$ cat config.mk
export PLATFORM = sky130hd
export DESIGN_NAME = instr_mem_loader
export DESIGN_NICKNAME = d
export VERILOG_FILES = /design/src/rtl/rv_loader_pkg.sv /design/src/rtl/instr_mem_loader_byte_word_packer.sv /design/src/rtl/instr_mem_loader.sv
export SDC_FILE = /design/constraint.sdc
export NUM_CORES = 1
export LEC_CHECK = 0
export CORE_ASPECT_RATIO = 1.5
export CORE_MARGIN = 3
export CORE_UTILIZATION = 55
export CTS_BUF_LIST = sky130_fd_sc_hd__clkbuf_4
export DETAILED_ROUTE_END_ITERATION = 8
export PLACE_DENSITY = 0.82
export SLEW_MARGIN = 20
export SYNTH_ARGS = -nofsm -noshare
export SYNTH_HDL_FRONTEND = slang
export SYNTH_SLANG_ARGS = --single-unit
$ cat constraint.sdc
create_clock -name i_Clk -period 9.55 [get_ports i_Clk]
set_input_delay 1.91 -clock i_Clk [delete_from_list [all_inputs] [get_ports i_Clk]]
set_output_delay 1.91 -clock i_Clk [all_outputs]
set_load 0.03 [all_outputs]
$ cat src/rtl/rv_loader_pkg.sv
// Shared types and constants for the instruction memory loader.
`default_nettype none

package rv_loader_pkg;

  typedef enum logic [2:0] {
    IDLE  = 3'd0,
    LEN0  = 3'd1,
    LEN1  = 3'd2,
    DATA  = 3'd3,
    WRITE = 3'd4,
    DONE  = 3'd5
  } loader_state_t;

  localparam int LEN_W          = 16;
  localparam int BYTES_PER_WORD = 4;

endpackage

`default_nettype wire

$ cat src/rtl/instr_mem_loader_byte_word_packer.sv
// Collects stream bytes into a little-endian 32-bit word.
`default_nettype none

module byte_word_packer
  import rv_loader_pkg::*;
(
  input  logic                          clk,
  input  logic                          rst,
  input  logic                          clear,
  input  logic                          push,
  input  logic [7:0]                    byte_in,
  output logic [8*BYTES_PER_WORD-1:0]   word,
  output logic                          word_full
);

  logic [1:0]                  idx_q, idx_d;
  logic [8*BYTES_PER_WORD-1:0] word_q, word_d;

  always_comb begin
    idx_d  = idx_q;
    word_d = word_q;
    if (clear) begin
      idx_d  = '0;
      word_d = '0;
    end else if (push) begin
      word_d[8*idx_q +: 8] = byte_in;
      idx_d                = idx_q + 2'd1;  // wraps to lane 0 after the top lane
    end
  end

  always_ff @(posedge clk or posedge rst) begin
    if (rst) begin
      idx_q  <= '0;
      word_q <= '0;
    end else begin
      idx_q  <= idx_d;
      word_q <= word_d;
    end
  end

  assign word      = word_q;
  assign word_full = push && !clear && (idx_q == 2'(BYTES_PER_WORD - 1));

endmodule

`default_nettype wire

$ cat src/rtl/instr_mem_loader.sv
// Instruction memory loader: length-prefixed byte stream to 32-bit word writes,
// holding the core in reset until the image is in place.
`default_nettype none

module instr_mem_loader
  import rv_loader_pkg::*;
#(
  parameter int          DEPTH     = 64,
  parameter logic [31:0] BASE_ADDR = 32'h0000_0000
) (
  input  logic        i_Clk,
  input  logic        i_Rst,
  input  logic        i_Start,
  input  logic [7:0]  i_Byte,
  input  logic        i_Valid,
  output logic        o_Ready,
  output logic        o_WrEn,
  output logic [31:0] o_WrAddr,
  output logic [31:0] o_WrData,
  output logic        o_CpuHold,
  output logic        o_Done,
  output logic        o_Error,
  output logic [15:0] o_WordCnt
);

  localparam logic [LEN_W-1:0] DEPTH_LEN = LEN_W'(DEPTH);

  loader_state_t    state_q, state_d;
  logic [LEN_W-1:0] len_q, len_d;
  logic [LEN_W-1:0] cnt_q, cnt_d;
  logic [31:0]      addr_q, addr_d;
  logic             error_q, error_d;

  logic             xfer;
  logic             pack_clear, pack_push, word_full;
  logic [LEN_W-1:0] len_full, cnt_inc;

  assign xfer = i_Valid && o_Ready;

  byte_word_packer u_packer (
    .clk       (i_Clk),
    .rst       (i_Rst),
    .clear     (pack_clear),
    .push      (pack_push),
    .byte_in   (i_Byte),
    .word      (o_WrData),
    .word_full (word_full)
  );

  always_comb begin
    state_d    = state_q;
    len_d      = len_q;
    cnt_d      = cnt_q;
    addr_d     = addr_q;
    error_d    = error_q;
    o_Ready    = 1'b0;
    pack_clear = 1'b0;
    pack_push  = 1'b0;
    len_full   = {i_Byte, len_q[7:0]};
    cnt_inc    = cnt_q + 16'd1;

    case (state_q)
      IDLE, DONE: begin
        if (i_Start) begin
          state_d    = LEN0;
          error_d    = 1'b0;
          cnt_d      = '0;
          addr_d     = BASE_ADDR;
          pack_clear = 1'b1;
        end
      end
      LEN0: begin
        o_Ready = 1'b1;
        if (xfer) begin
          len_d[7:0] = i_Byte;
          state_d    = LEN1;
        end
      end
      LEN1: begin
        o_Ready = 1'b1;
        if (xfer) begin
          len_d = len_full;
          if (len_full == '0) begin
            state_d = DONE;
          end else if (len_full > DEPTH_LEN) begin
            state_d = DONE;
            error_d = 1'b1;
          end else begin
            state_d = DATA;
          end
        end
      end
      DATA: begin
        o_Ready   = 1'b1;
        pack_push = xfer;
        if (word_full) state_d = WRITE;
      end
      WRITE: begin
        cnt_d   = cnt_inc;
        addr_d  = addr_q + 32'd4;
        state_d = (cnt_inc == len_q) ? DONE : DATA;
      end
      default: state_d = IDLE;
    endcase
  end

  always_ff @(posedge i_Clk or posedge i_Rst) begin
    if (i_Rst) begin
      state_q <= IDLE;
      len_q   <= '0;
      cnt_q   <= '0;
      addr_q  <= BASE_ADDR;
      error_q <= 1'b0;
    end else begin
      state_q <= state_d;
      len_q   <= len_d;
      cnt_q   <= cnt_d;
      addr_q  <= addr_d;
      error_q <= error_d;
    end
  end

  assign o_WrEn    = (state_q == WRITE);
  assign o_WrAddr  = addr_q;
  assign o_CpuHold = (state_q == LEN0) || (state_q == LEN1) ||
                     (state_q == DATA) || (state_q == WRITE);
  assign o_Done    = (state_q == DONE);
  assign o_Error   = error_q;
  assign o_WordCnt = cnt_q;

endmodule

`default_nettype wire

==> impl_metrics.tcl <==
set metrics [dict create \
    cts_buffers 9 \
    clock_skew_ns 0.009938 \
    slew-limit-headroom 0.2977 \
    detail_route.wirelength_mm 12.18 \
    hold_path_depth 1 \
    detail_routed_net_length_per_standard_cell_um 17.43 \
    tritoncts_num_sinks 100 \
    yosysMostFrequentCell "sky130_fd_sc_hd__dfrtp_1" \
    seq_power_share 0.470 \
    cts.reportedPaths.clkPinSlew_ns 0.15 \
    cap_viol_max_count 0 \
    switching_share 0.3982 \
    setup.worst_path.end_class "output pin" \
    period_needed_ns 4.738 \
    drc 0 \
    rows 42 \
    post_route_cells_drive_above_1_share 0.08659 \
    grt_pass1_wl_mm 20.65 \
    worstReg2RegStart "state_q[0]$_DFFE_PP0P_" \
    dieHeight_um 124.6 \
    ys.flop_type "sky130_fd_sc_hd__dfrtp_1" \
    maximum_number_of_pins_on_one_net_before_global_route_repair 52 \
    dpl.hpwl_mm 8.922 \
    min_to "o_WrAddr[31]$_DFFE_PP0P_" \
    hp-class "reg -> reg" \
    drt_first_iter_violations 283 \
    rsz0062_at_grt "no" \
    avg_cell_area_syn_sq_um 10.32 \
    fin_nets 603 \
    synth_area_sq_um 5159 \
    netlist_instances 500 \
    portBuffers 94 \
    postSynth.asyncResetShare 1.000 \
    worst_ir_drop_vdd_mv 0.2134 \
    share_clk_of_total_power 0.162 \
    synthTopCellsByCount "100 x sky130_fd_sc_hd__dfrtp_1, 59 x sky130_fd_sc_hd__nand2_1, 35 x sky130_fd_sc_hd__o21ai_0, 31 x sky130_fd_sc_hd__nand3_1, 26 x sky130_fd_sc_hd__a22o_1" \
    worst_ep_required_time_ns 7.64 \
    hold_violations 0 \
    insertion_delay_ns 0.46 \
    area.growth.synth_to_final_pct 21.17 \
    antenna_found_initial 0 \
    yosys_warnings 0 \
    critPathMaxFanout 23 \
    antenna-diode-count 0 \
    synth-seq-area-share 0.4851 \
    critical_path.slowest_cell "sky130_fd_sc_hd__clkdlybuf4s50_1" \
    synth_top_cell_area_share 0.4851 \
    worst_ep_arrival_time_ns 2.83 \
    num-fill-cells 700 \
    setup_violations 0 \
    final_global_route_overflow_total 0 \
    synth_area_leaders "sky130_fd_sc_hd__dfrtp_1 49%, sky130_fd_sc_hd__a22o_1 4.4%, sky130_fd_sc_hd__nand2_1 4.3%, sky130_fd_sc_hd__mux2i_1 3.9%, sky130_fd_sc_hd__o21ai_0 3.4%" \
    power_density_nw_per_um2 195.7 \
    die_footprint_sq_um 10600 \
    final-max-slew-violation-count 0 \
    ctsHtreeMaxLevel 3 \
    totalNegativeSetupSlack_ns 0 \
    chipWidth_um 85.08 \
    vias_per_cell 5.989 \
    reg2reg_slack_ns 6.72 \
    synth.ff_latch_count 100 \
    pwr-share-comb 0.368 \
    core_area_sq_um 8986 \
    power.static_leakage_nw 2.750 \
    vias 4186 \
    timing.hold.worst.start "o_WrAddr[31]$_DFFE_PP0P_" \
    cts_setup_buffers 0 \
    drt-pass1-iter-count 4 \
    pin_count 97 \
    synth_cell_type_count 56 \
    worstPathCellList "nor2b_1 -> nand2b_1 -> buf_4 -> inv_1 -> clkdlybuf4s50_1" \
    cp_num_buf_inv 3 \
    slowest_delay_ns 0.80 \
    power.internal_uw 736.2 \
    p_sw_uw 487.1 \
    path_delay_family "buffers and inverters" \
    worst_pin_slew_ns 1.050 \
    reg2reg_path_depth 6 \
    track_usage 0.2396 \
    cts_repair_resize_count 0 \
    critical_path.startpoint_type "register" \
    synth_enable_flop_cells 0 \
    cell_taking_the_most_area_after_synthesis "sky130_fd_sc_hd__dfrtp_1" \
    first_global_vias 4205 \
    worst-setup-path-type "reg -> out" \
    ctsRootBufferMaster "sky130_fd_sc_hd__clkbuf_4" \
    tritoncts "yes" \
    crit-reg2reg-capture "o_WordCnt[15]$_DFFE_PP0P_" \
    cts.path.max_buffers 2 \
    antenna_left 0 \
    max_freq_ghz 0.2111 \
    total_chip_power_mw 1.223 \
    postCtsHoldBufs 0 \
    run_status "finished, final reports clean" \
    start_util 0.5741 \
    period_share 0.4961 \
    finalWeightedCongestion 0.8409 \
]
[cells by family (layout without fill, tap and decap cells)]
logic type,Yosys count,count (layout),share of synthesized area
AND/OR/NAND/NOR,186,186,0.2040
AO/OA/AOI/OAI,108,108,0.1446
multiplexers,35,35,0.07155
buffers and inverters,38,126,0.03468
adder cells (fa/ha/maj),7,7,0.01698
XOR/XNOR,25,25,0.04244
flip-flops,100,100,0.4851
other,1,2,0.0007269
[power groups by stage]
| stage | Clock, mW | Sequential [mW] | Combinational [mW] |
|---|---|---|---|
| 2_1_floorplan | 0 | 0.586 | 0.306 |
| 3_3_place_gp | 0 | 0.577 | 0.439 |
| 3_5_place_dp | 0 | 0.582 | 0.450 |
| 4_1_cts | 0.205 | 0.573 | 0.452 |
| 5_1_grt | 0.221 | 0.586 | 0.495 |
| 6_report | 0.198 | 0.575 | 0.450 |
[layout by cell type, fill, tap and decap left out, types with 13 or more instances in the layout]
cell type	synthesis	layout
sky130_fd_sc_hd__dfrtp_1	100	100
sky130_fd_sc_hd__clkdlybuf4s50_1	0	94
sky130_fd_sc_hd__nand2_1	59	59
sky130_fd_sc_hd__o21ai_0	35	35
sky130_fd_sc_hd__nand3_1	31	31
sky130_fd_sc_hd__a22o_1	26	26
sky130_fd_sc_hd__nor2_1	22	22
sky130_fd_sc_hd__mux2i_1	20	20
sky130_fd_sc_hd__xnor2_1	17	17
sky130_fd_sc_hd__a21oi_1	16	16
sky130_fd_sc_hd__mux2_2	15	15
sky130_fd_sc_hd__inv_1	14	13
[final cells by class]
class                   instances  area, sq um  share of cell area
multi-input cells             363         2482              0.3971
inverters                      14        55.05            0.008807
repair buffers                 96        955.9              0.1529
clock inverters                 7        50.05            0.008006
well taps                     110        137.6             0.02202
flip-flops and latches        100         2502              0.4003
clock buffers                   9        67.56             0.01081
[state kept, by name, summed over array words and instances (netlist names)]
register and flops:
u_packer.idx_q 2, o_WordCnt 16, state_q 3, o_WrAddr 30, len_q 16, u_packer.word 32, o_Error 1
[how the worst max path moves through the flow]
stage                           start  depth (start not counted)                    to
3_5_place_dp   state_q[2]$_DFFE_PP0P_                          5                o_WrEn
6_report       state_q[2]$_DFFE_PP0P_                          5                o_WrEn
5_1_grt        state_q[2]$_DFFE_PP0P_                          5                o_WrEn
3_3_place_gp   state_q[2]$_DFFE_PP0P_                          5                o_WrEn
2_1_floorplan                   i_Rst                          1  len_q[0]$_DFFE_PP0P_
4_1_cts        state_q[2]$_DFFE_PP0P_                          5                o_WrEn
[metrics by stage]
stage                       util  hold slack [ns]  cell area [sq um]  std cells  setup WS [ns]
after floorplan                -           0.5008               5162        501          5.021
after global placement    0.6824           0.4653               6132        683          5.385
after detailed placement  0.6824           0.4807               6132        683          5.325
after CTS                 0.6955           0.5016               6250        699          4.789
after global routing      0.6956           0.5327               6251        699          4.609
final                     0.6956           0.4909               6251        699          4.812
[metal layers]
metal | global-route usage | part of all wire | up-vias
met5 | 0 | 0 | -
met2 | 0.4057 | 0.52 | 129
met4 | 0.08947 | 0.024 | 0
met1 | 0.3028 | 0.41 | 2054
met3 | 0.04169 | 0.041 | 25
li1 | - | - | 1978
(Power assumes the default switching activity.)
